File: src/rtl/instr_encoder_if.sv
// Field/handshake bundle between a program source and the instruction encoder.
// The master side supplies decoded instruction fields; the slave side encodes
// them and reports the instruction-memory write strobe and load status.
interface instr_encoder_if;
    logic        start;
    logic        in_valid;
    logic [2:0]  in_kind;
    logic [4:0]  rd_rt;
    logic [4:0]  rn;
    logic [4:0]  rm;
    logic [18:0] imm;
    logic        last;
    logic        in_ready;
    logic        imem_we;
    logic [5:0]  imem_addr;
    logic [31:0] imem_wdata;
    logic        busy;
    logic        done;
    logic        err;
    logic [6:0]  count;

    modport master (
        output start, in_valid, in_kind, rd_rt, rn, rm, imm, last,
        input  in_ready, imem_we, imem_addr, imem_wdata, busy, done, err, count
    );

    modport slave (
        input  start, in_valid, in_kind, rd_rt, rn, rm, imm, last,
        output in_ready, imem_we, imem_addr, imem_wdata, busy, done, err, count
    );
endinterface

File: src/rtl/instr_encoder.sv
// LEGv8 instruction encoder: accepts decoded instruction fields one at a time
// and writes the 32-bit machine words into a 64-word instruction memory,
// starting at address 0 for each program load.
module instr_encoder (
    input  logic              clk,
    input  logic              reset,
    instr_encoder_if.slave    bus
);

    localparam logic [1:0] ST_IDLE  = 2'd0;
    localparam logic [1:0] ST_LOAD  = 2'd1;
    localparam logic [1:0] ST_WRITE = 2'd2;
    localparam logic [1:0] ST_DONE  = 2'd3;

    localparam logic [10:0] OPC_ADD  = 11'b10001011000;
    localparam logic [10:0] OPC_SUB  = 11'b11001011000;
    localparam logic [10:0] OPC_AND  = 11'b10001010000;
    localparam logic [10:0] OPC_ORR  = 11'b10101010000;
    localparam logic [10:0] OPC_LDUR = 11'b11111000010;
    localparam logic [10:0] OPC_STUR = 11'b11111000000;
    localparam logic [7:0]  OPC_CBZ  = 8'b10110100;

    logic [1:0]  r_state;
    logic [5:0]  r_ptr;
    logic [6:0]  r_count;
    logic        r_err;
    logic [31:0] r_word;
    logic        r_last;

    logic [31:0] w_word;
    logic        w_legal;
    logic        w_xfer;
    logic        w_full;

    // A transfer only happens while loading; kind 7 is the single illegal code.
    assign w_xfer  = bus.in_valid && (r_state == ST_LOAD);
    assign w_legal = (bus.in_kind != 3'd7);
    // The write in progress is the 64th of this load.
    assign w_full  = (r_count == 7'd63);

    // Combinational field packing for each instruction format.
    always_comb begin
        w_word = 32'd0;
        case (bus.in_kind)
            3'd0:    w_word = {OPC_ADD,  bus.rm, 6'd0, bus.rn, bus.rd_rt};
            3'd1:    w_word = {OPC_SUB,  bus.rm, 6'd0, bus.rn, bus.rd_rt};
            3'd2:    w_word = {OPC_AND,  bus.rm, 6'd0, bus.rn, bus.rd_rt};
            3'd3:    w_word = {OPC_ORR,  bus.rm, 6'd0, bus.rn, bus.rd_rt};
            3'd4:    w_word = {OPC_LDUR, bus.imm[8:0], 2'b00, bus.rn, bus.rd_rt};
            3'd5:    w_word = {OPC_STUR, bus.imm[8:0], 2'b00, bus.rn, bus.rd_rt};
            3'd6:    w_word = {OPC_CBZ,  bus.imm, bus.rd_rt};
            default: w_word = 32'd0;
        endcase
    end

    // Load sequencing: capture a word, write it the next cycle, then either
    // return for more fields or finish when the program ends or memory fills.
    always_ff @(posedge clk) begin
        if (reset) begin
            r_state <= ST_IDLE;
            r_ptr   <= 6'd0;
            r_count <= 7'd0;
            r_err   <= 1'b0;
            r_word  <= 32'd0;
            r_last  <= 1'b0;
        end else begin
            case (r_state)
                ST_IDLE, ST_DONE: begin
                    if (bus.start) begin
                        r_state <= ST_LOAD;
                        r_ptr   <= 6'd0;
                        r_count <= 7'd0;
                        r_err   <= 1'b0;
                    end
                end
                ST_LOAD: begin
                    if (w_xfer) begin
                        if (w_legal) begin
                            r_word  <= w_word;
                            r_last  <= bus.last;
                            r_state <= ST_WRITE;
                        end else begin
                            // Illegal beat is consumed but leaves no trace except err.
                            r_err <= 1'b1;
                        end
                    end
                end
                ST_WRITE: begin
                    r_ptr   <= r_ptr + 6'd1;
                    r_count <= r_count + 7'd1;
                    if (r_last || w_full) begin
                        r_state <= ST_DONE;
                    end else begin
                        r_state <= ST_LOAD;
                    end
                    // Memory filled before the program said it was finished.
                    if (w_full && !r_last) begin
                        r_err <= 1'b1;
                    end
                end
                default: r_state <= ST_IDLE;
            endcase
        end
    end

    // Reset gates the strobes immediately so a write caught by reset never lands.
    assign bus.in_ready   = (r_state == ST_LOAD)  && !reset;
    assign bus.imem_we    = (r_state == ST_WRITE) && !reset;
    assign bus.imem_addr  = r_ptr;
    assign bus.imem_wdata = r_word;
    assign bus.busy       = (r_state == ST_LOAD) || (r_state == ST_WRITE);
    assign bus.done       = (r_state == ST_DONE);
    assign bus.err        = r_err;
    assign bus.count      = r_count;

endmodule

File: src/flat_wrapper.sv
// flat-port wrapper written by rule: the top's interface ports become plain ports
module instr_encoder_flat 
  (clk, reset, bus_start, bus_in_valid, bus_in_kind, bus_rd_rt, bus_rn, bus_rm, bus_imm, bus_last, bus_in_ready, bus_imem_we, bus_imem_addr, bus_imem_wdata, bus_busy, bus_done, bus_err, bus_count);
  instr_encoder_if bus_i ();
  input  logic clk;
  input  logic reset;
  input wire logic [$bits(bus_i.start)-1:0] bus_start;
  input wire logic [$bits(bus_i.in_valid)-1:0] bus_in_valid;
  input wire logic [$bits(bus_i.in_kind)-1:0] bus_in_kind;
  input wire logic [$bits(bus_i.rd_rt)-1:0] bus_rd_rt;
  input wire logic [$bits(bus_i.rn)-1:0] bus_rn;
  input wire logic [$bits(bus_i.rm)-1:0] bus_rm;
  input wire logic [$bits(bus_i.imm)-1:0] bus_imm;
  input wire logic [$bits(bus_i.last)-1:0] bus_last;
  output wire logic [$bits(bus_i.in_ready)-1:0] bus_in_ready;
  output wire logic [$bits(bus_i.imem_we)-1:0] bus_imem_we;
  output wire logic [$bits(bus_i.imem_addr)-1:0] bus_imem_addr;
  output wire logic [$bits(bus_i.imem_wdata)-1:0] bus_imem_wdata;
  output wire logic [$bits(bus_i.busy)-1:0] bus_busy;
  output wire logic [$bits(bus_i.done)-1:0] bus_done;
  output wire logic [$bits(bus_i.err)-1:0] bus_err;
  output wire logic [$bits(bus_i.count)-1:0] bus_count;
  assign bus_i.start = bus_start;
  assign bus_i.in_valid = bus_in_valid;
  assign bus_i.in_kind = bus_in_kind;
  assign bus_i.rd_rt = bus_rd_rt;
  assign bus_i.rn = bus_rn;
  assign bus_i.rm = bus_rm;
  assign bus_i.imm = bus_imm;
  assign bus_i.last = bus_last;
  assign bus_in_ready = bus_i.in_ready;
  assign bus_imem_we = bus_i.imem_we;
  assign bus_imem_addr = bus_i.imem_addr;
  assign bus_imem_wdata = bus_i.imem_wdata;
  assign bus_busy = bus_i.busy;
  assign bus_done = bus_i.done;
  assign bus_err = bus_i.err;
  assign bus_count = bus_i.count;
  instr_encoder u_core (.clk(clk), .reset(reset), .bus(bus_i));
endmodule
File: config.mk
export PLATFORM = sky130hd
export DESIGN_NAME = instr_encoder_flat
export DESIGN_NICKNAME = d
export VERILOG_FILES = /design/src/rtl/instr_encoder_if.sv /design/src/rtl/instr_encoder.sv /design/src/flat_wrapper.sv
export SDC_FILE = /design/constraint.sdc
export NUM_CORES = 1
export LEC_CHECK = 0
export CAP_MARGIN = 10
export CORE_AREA = 2 2 75 77
export CTS_CLUSTER_SIZE = 28
export DETAILED_ROUTE_END_ITERATION = 8
export DIE_AREA = 0 0 77 79
export HOLD_SLACK_MARGIN = 0.15
export MAX_ROUTING_LAYER = met4
export PLACE_DENSITY = 0.79
export SLEW_MARGIN = 5
export SYNTH_ARGS = -nofsm -noshare
export SYNTH_HDL_FRONTEND = slang
export SYNTH_SLANG_ARGS = --single-unit
export TNS_END_PERCENT = 1
File: constraint.sdc
create_clock -name clk -period 2 [get_ports clk]
set_clock_uncertainty 0.15 [all_clocks]
set_input_delay 0.5 -clock clk [delete_from_list [all_inputs] [get_ports clk]]
set_output_delay 0.5 -clock clk [all_outputs]
set_load 0.05 [all_outputs]
==> summary.md <==
| Metric | Value |
|---|---|
| Status | finished, final reports clean |
| Aggregate global-route resource usage | 19.2% |
| Worst vdd ir | about 0.43 mV |
| Root buffer cell | clkbuf_8 |
| Rows | 27 |
| Syn_area_per_cell | roughly 8.5 sq um |
| Ratio of cells with drive above 1 in the final layout | between 20 and 30% |
| Number of max-cap violations | 0 |
| Bufs on Longest Clock Path | 2 |
| Worst slew margin | 61.2% |
| Top delay family on crit path | flip-flops |
| Gpl congestion | around 0.8 |
| WS Path Type | flip-flop to output pin |
| Endpoint class of the critical path | output pin |
| Slowest CP cell | dfxtp_2 |
| ANT nets after route | 0 |
| CTS sink cnt | 49 |
| Core Area | 0.00534 sq mm |
| Gr ovfl total | 0 |
| Die ar. | 0.00608 sq mm |
| Commonest non-fill, non-tap cell in the layout | buf_4 |
| Main synth FF type | dfxtp_1 |
| Slew Limit Fails | 0 |
| WP data required | around 1.4 ns |
| Yosys warns | 0 |
| Post-CTS Setup Inserts | 0 |
| Setup TNS | 0 ns |
| Max frequency | 510 MHz |
| Initial antenna violation count | 0 |
| Hold Buf Count CTS | 0 |
| Vias in the first global route | 1989 |
| Crit path max fanout | 7 |
| Final net count | 414 |
| Chip width | 77 um |
| CP arrival | 1.31 ns |
| Cell count after synthesis | 263 |
| Post-Syn Area | around 0.0022 sq mm |
| Setup-failing EPs final | 0 |
| Post-synthesis register bit count | 49 |
| Final Hold Fails | 0 |
| Avg WL per Cell | roughly 14 um |
| Placed Cells | 431 |
| Critical Path Max Stage Delay | 0.39 ns |
| Critical path cell sequence | inv_1 > ha_4 > inv_1 > buf_12 |
| Worst path bufs/invs | 3 |
| Post-synth top area cell | dfxtp_1 |
| Vias per std cell | 5.03 |
| Ys async rst share | 0% |
| H-tree lvl count | 2 |
| Reg clk slew, reported paths | 0.08 ns |
| Leading cell types in the layout, fill and taps excluded | buf_4, dfxtp_1, nand2_1 |
| Worst setup SP type | flip-flop |
| Power Density | 669 mW/mm^2 |
| Most common cell type on the critical path | inv_1 |
| Final wirelength | 5.98 mm |
| First-pass GRT wire length | 9.11 mm |
| Initial Util | a little over two fifths |
| Util after Layout | 63.1% |
| Worst-Skew Late Latency | 0.30 ns |
| TritonCTS buffer count | 5 |
| Top-area cell type share of the netlist area | 44.1% |
| Syn nets | 311 |
| Largest net degree at the start of global routing | 24 |
| Total power | 2260 uW |
| Register Area | 983 sq um |
| Fin cells | 438 |
| Fillers | 489 |
| Port bufs | just over 90 |
| Die Ht | 79 um |
| Starting DRT DRC Count | 70 |
| Unrepaired setup endpoints after global routing | true |
| Post-synth EDFFs | 0 |
| Via Count | about 2200 |
| Final Cycle Share | 98.0% |
| Drt pass-1 iters | 4 |
| Worst slew pin tran | 0.581 ns |
| Leak | 0.00134 uW |
| Top cells by area, synth | dfxtp_1, a21oi_1, nand2_1 |
| Yosys cell types | 39 |
| Drc violations | 0 |
| Area occupied by multi-input gates | between 0.001 and 0.0015 sq mm |
| IO Pins | 92 |
| Fin crit period | 1.96 ns |
| CTS tree | built |
| Worst Hold Class | flip-flop to flip-flop |
| DP Wirelength | 4.41 mm |
| Area Growth Syn to Fin | 51.5% |
| Antenna Cells | 0 |
| Post-synthesis sequential area ratio | 44.1% |
[final timing paths]
| kind | start | to | slack, ns | depth (start not counted) |
|---|---|---|---|---|
| worst min register to register | u_core.bus.imem_wdata[24] | u_core.bus.imem_wdata[24] | 0.31 | 2 |
| worst min-delay path | u_core.bus.imem_wdata[24] | u_core.bus.imem_wdata[24] | 0.31 | 2 |
| worst max-delay path | u_core.r_state[0] | bus_busy | 0.04 | 4 |
| worst max register to register | u_core.r_state[0] | u_core.bus.imem_addr[5] | 0.17 | 6 |
[logic make-up after synthesis]
logic type,after synthesis,share of synthesized area [%]
DFF,49,44.1
adders and majority gates,6,3.37
buffers and inverters,20,4.39
muxes,4,1.91
and+or+nand+nor,114,25.9
xor gates and xnor gates,7,2.76
AOI/OAI and AO/OA,63,17.5
[sequential cells by signal, indices dropped and copies added, names as in the netlist]
| register | cells |
|---|---|
| u_core.bus.count | 7 |
| u_core.bus.err | 1 |
| u_core.bus.imem_addr | 6 |
| u_core.bus.imem_wdata | 32 |
| u_core.r_last | 1 |
| u_core.r_state | 2 |
[repair_timing]
action	in CTS	in global routing
pin swaps	0	1
gates resized for setup	5	5
endpoints found under the setup margin	3	3
gates cloned	0	0
[where the power goes]
part,leakage (uW),internal (uW),switching [uW]
clock network,0.0000443,275,323
registers,0.000398,1020,25.6
logic,0.000898,268,349
total,0.00134,1560,697
[worst min-delay path, delay by kind of cell, from the launching register on]
family           cells  cell delay (ns)
AO/OA/AOI/OAI        1             0.05
AND/OR/NAND/NOR      1             0.05
flip-flops           1             0.32
[routing by layer]
| metal | track usage (%) | vias to the layer above | share of wire, % |
|---|---|---|---|
| li1 | - | 1112 | - |
| met1 | 23.3 | 1033 | 47 |
| met2 | 31.3 | 51 | 48 |
| met3 | 4.89 | 6 | 3.8 |
| met4 | 6.96 | 0 | 1.2 |
| met5 | - | - | 0 |
[cell usage after synthesis (2+ instances only)]
| cell type | number |
|---|---|
| dfxtp_1 | 49 |
| nand2_1 | 41 |
| a21oi_1 | 33 |
| nor2_1 | 22 |
| nand3_1 | 12 |
| a22oi_1 | 11 |
| nand2b_1 | 8 |
| clkbuf_1 | 7 |
| nand3b_1 | 7 |
| xor2_1 | 7 |
| buf_2 | 6 |
| ha_1 | 6 |
| o211ai_1 | 6 |
| nand4_1 | 5 |
| nor2b_1 | 5 |
| o21ai_0 | 5 |
| buf_4 | 4 |
| inv_1 | 3 |
| or3_1 | 3 |
| and3_1 | 2 |
| mux2_2 | 2 |
| mux2i_1 | 2 |
[through the flow]
step | hold slack, ns | instance area (sq um) | setup slack (ns)
after global placement | 0.289 | 3240 | -0.106
after CTS | 0.309 | 3340 | -0.0190
after detailed placement | 0.298 | 3240 | -0.152
after global routing | 0.325 | 3370 | -0.0180
final | 0.307 | 3370 | 0.0403
after floorplan | 0.311 | 2230 | -0.0474
[layout make-up]
cell class / instances / area share, %
multi-input combinational: 194 / 35.2
clock buffer: 7 / 2.56
sequential: 49 / 29.2
tap: 72 / 2.67
timing repair buffer: 113 / 30.0
inverter: 3 / 0.334
No activity file was read; power rests on OpenSTA's default activity.
